### src/rtl/dmem_arbiter.sv
// Two-requester data-memory arbiter: the page-table walker normally wins, a starvation
// counter guarantees the LSU a slot, and a flushed LSU access is drained without an ack.
module dmem_arbiter #(
    parameter int ADDR_W     = 64,
    parameter int DATA_W     = 64,
    parameter int STARVE_MAX = 4
) (
    input  logic                  i_clk,
    input  logic                  i_rst_n,
    input  logic                  i_flush,

    input  logic                  i_ptw_req,
    input  logic [ADDR_W-1:0]     i_ptw_addr,
    output logic                  o_ptw_ack,
    output logic [DATA_W-1:0]     o_ptw_rdata,

    input  logic                  i_lsu_req,
    input  logic                  i_lsu_we,
    input  logic [ADDR_W-1:0]     i_lsu_addr,
    input  logic [DATA_W-1:0]     i_lsu_wdata,
    input  logic [DATA_W/8-1:0]   i_lsu_be,
    output logic                  o_lsu_ack,
    output logic [DATA_W-1:0]     o_lsu_rdata,

    output logic                  o_mem_req,
    output logic                  o_mem_we,
    output logic [ADDR_W-1:0]     o_mem_addr,
    output logic [DATA_W-1:0]     o_mem_wdata,
    output logic [DATA_W/8-1:0]   o_mem_be,
    input  logic                  i_mem_ack,
    input  logic [DATA_W-1:0]     i_mem_rdata
);

    localparam int BE_W  = DATA_W / 8;
    localparam int CNT_W = (STARVE_MAX < 1) ? 1 : $clog2(STARVE_MAX + 1);
    localparam logic [CNT_W-1:0] STARVE_LIM = CNT_W'(STARVE_MAX);

    localparam logic [1:0] ST_IDLE  = 2'd0;
    localparam logic [1:0] ST_BUSY  = 2'd1;
    localparam logic [1:0] ST_DRAIN = 2'd2;

    localparam logic OWN_PTW = 1'b0;
    localparam logic OWN_LSU = 1'b1;

    logic [1:0]        state_q,      state_d;
    logic              owner_q,      owner_d;
    logic [CNT_W-1:0]  starveCnt_q,  starveCnt_d;
    logic              memReq_q,     memReq_d;
    logic              memWe_q,      memWe_d;
    logic [ADDR_W-1:0] memAddr_q,    memAddr_d;
    logic [DATA_W-1:0] memWdata_q,   memWdata_d;
    logic [BE_W-1:0]   memBe_q,      memBe_d;
    logic              ptwAck_q,     ptwAck_d;
    logic              lsuAck_q,     lsuAck_d;
    logic [DATA_W-1:0] ptwRdata_q,   ptwRdata_d;
    logic [DATA_W-1:0] lsuRdata_q,   lsuRdata_d;

    logic ackCycle;
    logic ptwEligible;
    logic lsuEligible;
    logic lsuStarved;
    logic grantLsu;
    logic grantPtw;

    // The cycle an ack is visible is a turnaround cycle: the acked requester is still
    // dropping its req, so no grant is made, which yields the 3-cycle transaction rhythm.
    assign ackCycle    = ptwAck_q | lsuAck_q;
    assign ptwEligible = i_ptw_req & ~ackCycle;
    assign lsuEligible = i_lsu_req & ~i_flush & ~ackCycle;
    assign lsuStarved  = (starveCnt_q == STARVE_LIM);
    assign grantLsu    = lsuEligible & (~ptwEligible | lsuStarved);
    assign grantPtw    = ptwEligible & ~grantLsu;

    always_comb begin
        state_d     = state_q;
        owner_d     = owner_q;
        starveCnt_d = starveCnt_q;
        memReq_d    = memReq_q;
        memWe_d     = memWe_q;
        memAddr_d   = memAddr_q;
        memWdata_d  = memWdata_q;
        memBe_d     = memBe_q;
        ptwAck_d    = 1'b0;
        lsuAck_d    = 1'b0;
        ptwRdata_d  = ptwRdata_q;
        lsuRdata_d  = lsuRdata_q;

        case (state_q)
            ST_IDLE: begin
                if (grantPtw) begin
                    state_d    = ST_BUSY;
                    owner_d    = OWN_PTW;
                    memReq_d   = 1'b1;
                    memWe_d    = 1'b0;
                    memAddr_d  = i_ptw_addr;
                    memWdata_d = '0;
                    memBe_d    = '1;
                    if (i_lsu_req && !lsuStarved) begin
                        starveCnt_d = starveCnt_q + CNT_W'(1);
                    end
                end else if (grantLsu) begin
                    state_d     = ST_BUSY;
                    owner_d     = OWN_LSU;
                    memReq_d    = 1'b1;
                    memWe_d     = i_lsu_we;
                    memAddr_d   = i_lsu_addr;
                    memWdata_d  = i_lsu_wdata;
                    memBe_d     = i_lsu_be;
                    starveCnt_d = '0;
                end
            end

            ST_BUSY: begin
                if (i_mem_ack) begin
                    state_d  = ST_IDLE;
                    memReq_d = 1'b0;
                    if (owner_q == OWN_PTW) begin
                        ptwAck_d   = 1'b1;
                        ptwRdata_d = i_mem_rdata;
                    end else if (!i_flush) begin
                        lsuAck_d   = 1'b1;
                        lsuRdata_d = memWe_q ? '0 : i_mem_rdata;
                    end
                end else if (owner_q == OWN_LSU && i_flush) begin
                    state_d = ST_DRAIN;
                end
            end

            // The memory still owes a response for the killed LSU access; absorb it silently.
            ST_DRAIN: begin
                if (i_mem_ack) begin
                    state_d  = ST_IDLE;
                    memReq_d = 1'b0;
                end
            end

            default: begin
                state_d  = ST_IDLE;
                memReq_d = 1'b0;
            end
        endcase
    end

    always_ff @(posedge i_clk) begin
        if (!i_rst_n) begin
            state_q     <= ST_IDLE;
            owner_q     <= OWN_PTW;
            starveCnt_q <= '0;
            memReq_q    <= 1'b0;
            memWe_q     <= 1'b0;
            memAddr_q   <= '0;
            memWdata_q  <= '0;
            memBe_q     <= '0;
            ptwAck_q    <= 1'b0;
            lsuAck_q    <= 1'b0;
            ptwRdata_q  <= '0;
            lsuRdata_q  <= '0;
        end else begin
            state_q     <= state_d;
            owner_q     <= owner_d;
            starveCnt_q <= starveCnt_d;
            memReq_q    <= memReq_d;
            memWe_q     <= memWe_d;
            memAddr_q   <= memAddr_d;
            memWdata_q  <= memWdata_d;
            memBe_q     <= memBe_d;
            ptwAck_q    <= ptwAck_d;
            lsuAck_q    <= lsuAck_d;
            ptwRdata_q  <= ptwRdata_d;
            lsuRdata_q  <= lsuRdata_d;
        end
    end

    assign o_mem_req   = memReq_q;
    assign o_mem_we    = memWe_q;
    assign o_mem_addr  = memAddr_q;
    assign o_mem_wdata = memWdata_q;
    assign o_mem_be    = memBe_q;
    assign o_ptw_ack   = ptwAck_q;
    assign o_ptw_rdata = ptwRdata_q;
    assign o_lsu_ack   = lsuAck_q;
    assign o_lsu_rdata = lsuRdata_q;

endmodule
### config.mk
export PLATFORM = sky130hd
export DESIGN_NAME = dmem_arbiter
export DESIGN_NICKNAME = d
export VERILOG_FILES = /design/src/rtl/dmem_arbiter.sv
export SDC_FILE = /design/constraint.sdc
export NUM_CORES = 1
export LEC_CHECK = 0
export CAP_MARGIN = 20
export CORE_AREA = 4 4 209 211
export CTS_CLUSTER_SIZE = 8
export DETAILED_ROUTE_END_ITERATION = 10
export DIE_AREA = 0 0 213 215
export HOLD_SLACK_MARGIN = 0.1
export PLACE_DENSITY = 0.55
export REMOVE_ABC_BUFFERS = 1
export SYNTH_ARGS = -nofsm -noshare
export SYNTH_HDL_FRONTEND = slang
export SYNTH_SLANG_ARGS = --single-unit
### constraint.sdc
create_clock -name i_clk -period 2.3 [get_ports i_clk]
set_clock_uncertainty 0.15 [all_clocks]
set_input_delay 0.575 -clock i_clk [delete_from_list [all_inputs] [get_ports i_clk]]
set_output_delay 0.575 -clock i_clk [all_outputs]
set_load 0.02 [all_outputs]
; ---- Word-level counts from Yosys, hierarchy flattened
; Cells that the tools add are included.
[word_totals]
regBits = 274
wordCells = 72
[op_classes]
addsub = 1
n_eq_ne = 8
muxes = 25
bitwise_logic = 12
reduce_logical = 14
[ops]
columns = operator, count
row1 = 2-to-1 mux 64 bit, 5
row2 = 2-to-1 mux 8 bit, 2
row3 = AND reduction 3 bit, 4
row4 = 2-to-1 mux 2 bit, 5
row5 = 2-to-1 mux 3 bit, 3
row6 = 2-to-1 mux 1 bit, 8
row7 = AND reduction 4 bit, 2
row8 = != test 3 bit (second input constant), 2
row9 = case mux 2 bit (3 select lines), 1
row10 = bitwise AND 1 bit, 5
row11 = NOT 1 bit, 5
row12 = != test 2 x 1 -> 1 bit (second input constant), 2
row13 = AND reduction 2 bit, 2
row14 = adder 3 x 1 -> 3 bit (second input constant), 1
row15 = equality test 3 bit (second input constant), 1
row16 = equality test 2 x 1 -> 1 bit (second input constant), 1
row17 = equality test 2 bit (second input constant), 1
row18 = logical AND 1 bit, 2
row19 = logical NOT 2 bit, 1
row20 = != test 2 bit (second input constant), 1
row21 = OR 1 bit, 2
row22 = case mux 1 bit (2 select lines), 1
row23 = nonzero test 2 bit, 1
row24 = OR reduction 2 bit, 1
row25 = logical NOT 1 bit, 1

; ---- Depth between registers and ports, before layout
[logic_depth]
depth_word = 10
depth_mapped = 8

; ---- Least setup slack after synthesis
; Ideal clock, no wire load.
[synth_timing]
path_kind = input -> register
from = input i_flush
to = register memAddr_q[14], in the netlist o_mem_addr[14]
setup_ns = 0.133
arrival_ns = 1.572
setup_slack_ns = 0.445
stages = 6
n_path_buf = 2
cell_sequence = nand2b_4 > o211ai_1 > buf_2 > buf_4 > mux2i_1 > a21oi_1
[synth_between]
elab_chain_cells = 8
word_cells_on_any_way = 9
cone_classes = 1 x mux / 6 x bitwise / 2 x reduce/logical
[synth_rtl]
columns = element, line
row1 = from (decl), 10  ; input logic i_flush,
row2 = NOT 1 bit (no line) *, -
row3 = bitwise AND 1 bit * (2 in a row), 69  ; assign lsuEligible = i_lsu_req & ~i_flush & ~ackCycle;
row4 = bitwise AND 1 bit *, 71  ; assign grantLsu = lsuEligible & (~ptwEligible | lsuStarved);
row5 = NOT 1 bit, 72  ; assign grantPtw = ptwEligible & ~grantLsu;
row6 = bitwise AND 1 bit, 72
row7 = nonzero test 2 bit (no line), -
row8 = AND reduction 2 bit (no line), -
row9 = to (signal assigned), 164  ; memAddr_q <= memAddr_d;
row10 = to (decl), 50  ; logic [ADDR_W-1:0] memAddr_q, memAddr_d;
; Mark *: on every way between the ends. The rest lies on a longest branch, timed or not.
; A chain may end at the register's enable or synchronous reset.

; ---- Final worst setup path
[layout_timing]
from = register ptwRdata_q[1], in the netlist o_ptw_rdata[1]
to = output o_ptw_rdata[1]
[layout_lines]
columns = element, line
row1 = from (decl), 55  ; logic [DATA_W-1:0] ptwRdata_q, ptwRdata_d;
row2 = from (signal assigned), 169  ; ptwRdata_q <= ptwRdata_d;
row3 = to (decl), 15  ; output logic [DATA_W-1:0] o_ptw_rdata,
; No word-level cell between the ends.

==> results.md <==
- The warning count from the yosys run is 0.
- Dividing the detail-routed wire length by the instance count gives 18.73 µm.
- The number of placed instances, taps included, is between 2k and 2.5k.
- The floorplan step defined a die boundary enclosing about 46,000 µm².
- In the synthesized netlist the async set-or-reset flop fraction comes to 0.
- From left edge to right edge, the die measures 213 µm.
- The final setup violation count is 0.
- The initial antenna violation count was 1.
- The start of the worst register-to-register path is state_q[1].
- The most used flip-flop cell after synthesis is dfxtp_1.
- For the worst flop-to-flop path, the logic depth is 7.
- Once detail routing completed, the nets flagged for antenna violations numbered 0.
- The first-pass GRT wire length is 57,830 µm.
- Relative to the synthesized area, the layout overhead comes to 73.29%.
- For this run, the share of the core covered by cells in the final layout is 0.4177.
- The flip-flop and latch count after synthesis is 274.
- The worst setup timing slack at the placement stage is -0.2017 ns.
- The critical path arrival is between 1.5 and 2 ns.
- The most frequent cell after synthesis is dfxtp_1.
- Routability-driven placement finished with a final weighted congestion of between 0.7 and 0.8.
- The number of nets in the layout is 1,813.
- Max-cap violations in this run came to 0.
- Traced cell by cell, the critical path runs through clkdlybuf4s50_1.
- During placement, the flow inserted port buffers numbering ~540.
- The slew at the pin closest to its max-slew limit is 0.3880 ns.
- The area of the core is about 42,000 µm².
- The number of enable-type register cells in the synthesized netlist is 0.
- The fraction of synthesized cell area taken by the top area cell type is 0.5449.
- The number of buffers created by CTS is 40.
- The maximum number of pins on one net before global-route repair is 78.
- Across all setup checks in the final design, the least slack found is about 0.058 ns.
- The final standard cell count with taps included and fillers excluded is 2,080.
- The final wirelength is slightly below 40,000 µm.
- The clock tree from TritonCTS is done.
- The final worst-path cycle share is 0.9750.
- The capturing point of the worst reg2reg path is o_lsu_rdata[11].
- The worst setup path is launched from a register.
- The total iterations of the first detailed-routing run is 5.
- The post-synthesis average cell area is 10.07 µm².
- The global-route total usage across every layer is 0.1608.
- The total global routing overflow is 0.
- The number of max-slew violations in the final report is 0.
- The worst-skew pair later-pin latency is 0.53 ns.
- Across all layers, the routed design uses 9,415 vias.
- On the final layout, the worst hold slack is between 0.2 and 0.3 ns.
- By count the netlist is led by 274 x dfxtp_1, 132 x nand2_1, 70 x nor2b_1, 66 x a21oi_1, 66 x mux2i_1.
- For this run, design rule violations remaining after detail routing come to 0.
- The initial cell density of the core is 0.2410.
- In this run the worst path has a maximum fanout of 2.
- The worst setup path is captured at an output port.
- The delay of the slowest cell on the worst path is 0.65 ns.
- The run finished with clean final reports.
- In the routed layout, each cell is associated on average with a via count of 4.526.
- The distinct cell type count after synthesis is 32.
- The largest total area in the synthesized netlist belongs to dfxtp_1.
- The startpoint-to-endpoint class of the critical path is register to output port.
- The path class of the lowest-slack min-delay path is primary input to register.
- For this design, the CTS-stage hold fixing added 0 buffers.
- Setup repair after global routing left no endpoint under its margin.
- The cell type of the slowest stage on the worst timing path is clkdlybuf4s50_1.
- The number of global-route vias before repair was 9,507.
- The power density over the cells is 750.7 nW/µm².
- The count of final hold-check violations is 0.
- The cell at the root of the clock tree is clkbuf_16.
- The maximum vdd ir drop is 458.7 µV.
- The detailed placement HPWL is 28,900 µm.
- The maximum buffer depth of the clock tree is 3.
- The number of buffers and inverters on the critical path is 1.
- For this run, the register share of the synthesized area comes to 0.5449.
- The clock tree synthesis step divided the H-tree into 2 levels.
- In this run the worst setup path terminates at o_ptw_rdata[1].
- The setup slack of the most critical reg-to-reg path is between 0.3 and 0.4 ns.
- Grouping stages by cell kind, the critical path spends the most delay in buffers and inverters.
- The clock sink count is ~270.
- The die height is approximately 220 µm.
- Registers take 5485 µm².
- After synthesis, the cell types taking the most area are dfxtp_1 54%, mux2i_1 6.6%, a22o_1 5.6%.
- Counting every instance in the synthesized netlist gives 1,000.
- Summed over all cells, the static leakage comes to between 0.006 and 0.007 µW.
- The share of cells above drive strength 1 is 0.07333.
- The number of antenna diodes in the final layout is 0.
- The multi-input logic area is 4205 µm².
- The initialized floorplan defines 75 standard-cell rows.
- Static timing analysis puts the maximum clock frequency at 445.9 MHz.
- The worst pin sits at a relative slew slack of 0.7413.
- After clock tree synthesis, the clock-pin slew on the worst setup and hold paths is 0.05 ns.
- The detailed router finished its first iteration with around 390 violations.
- The netlist area before placement is a little over 10,000 µm².
- The required arrival time at the worst endpoint is between 1.5 and 2 ns.
- The start point of the critical path is o_ptw_rdata[1].
- The worst path in the final design needs a cycle of about 2.2 ns, including I/O delays and setup.
- The number of gates on the worst path with buffers counted is 1.
- Fill cells in the final layout number 4,022.
- For this design the top-level I/O count stands at between 500 and 600.
[per-layer routing]
metal  share of wire  vias to the layer above  routed length (µm)  global-route usage
li1                -                     4603                   -                   -
met1            0.40                     4417               15490              0.1866
met4           0.016                        2                 619             0.03371
met3           0.094                       47                3668             0.06490
met2            0.49                      346               19170              0.2791
met5         0.00033                        -                  13                   0
[how the worst min path moves through the flow]
stage                               start              end  slack [ns]  cells after the start
after floorplan                state_q[1]       state_q[1]        0.30                      2
after global placement    o_ptw_rdata[53]  o_ptw_rdata[53]        0.30                      2
after detailed placement  o_ptw_rdata[52]  o_ptw_rdata[52]        0.31                      2
after CTS                         i_rst_n        o_lsu_ack        0.27                      2
after global routing              i_rst_n        o_lsu_ack        0.29                      2
final                             i_rst_n        o_lsu_ack        0.30                      2
[repair_timing]
action	4_1_cts	5_1_grt
resized for setup	13	14
setup buffers	0	0
pin swaps	0	0
setup endpoints to repair	13	14
[registers in the layout, indices dropped and copies added (netlist names)]
register     cells
o_mem_addr      64
state_q          2
o_lsu_ack        1
o_lsu_rdata     64
o_ptw_rdata     64
owner_q          1
o_mem_be         8
o_ptw_ack        1
starveCnt_q      3
o_mem_wdata     64
o_mem_req        1
o_mem_we         1
[cell families after synthesis]
group | after synthesis | share of synthesized area
buffers and inverters | 94 | 0.04027
AOI/OAI and AO/OA | 345 | 0.2415
adders and majority gates | 5 | 0.006215
xor gates and xnor gates | 1 | 0.0008703
and+or+nand+nor | 215 | 0.1006
DFF | 274 | 0.5449
muxes | 66 | 0.06563
[power breakdown]
| group | internal [µW] | switching, µW | total, µW |
|---|---|---|---|
| clock | 3160 | 2040 | 5200 |
| combinational | 1340 | 1310 | 2650 |
| sequential | 5080 | 165 | 5240 |
[stage by stage]
stage	TNS, ns	power, µW	area, µm²
floorplan	-472.68	6434	9683
global placement	-21.83	8015	16360
detailed placement	-30.25	8024	16360
CTS	0	13350	17410
global route	0	13730	17440
finish	0	13100	17440
[area by class of cell]
type | instances | area share
Multi-Input combinational cell | 632 | 0.2411
Inverter | 6 | 0.001291
Timing Repair Buffer | 583 | 0.3434
Tap cell | 539 | 0.03866
Clock inverter | 3 | 0.001291
Clock buffer | 43 | 0.05982
Sequential cell | 274 | 0.3145
[layout by cell type, fill, tap and decap left out, types with 2 or more instances in the layout]
master | netlist | final
a21oi_1 | 66 | 66
ha_1 | 5 | 5
o21ai_0 | 65 | 65
dlygate4sd2_1 | 0 | 13
o221a_2 | 10 | 10
nor2_1 | 6 | 5
inv_6 | 0 | 2
mux2i_1 | 66 | 66
clkbuf_16 | 0 | 41
dlymetal6s2s_1 | 0 | 14
nor2b_1 | 70 | 68
nand2_1 | 132 | 132
clkdlybuf4s50_1 | 0 | 510
a21boi_0 | 65 | 65
buf_4 | 6 | 26
and2_1 | 2 | 2
nor2b_4 | 0 | 2
dfxtp_1 | 274 | 274
o211ai_1 | 2 | 2
or2_2 | 2 | 2
inv_1 | 5 | 5
a22o_1 | 64 | 64
a2111oi_4 | 2 | 2
buf_12 | 0 | 20
a22oi_1 | 65 | 65
No activity file was read; power rests on OpenSTA's default activity.
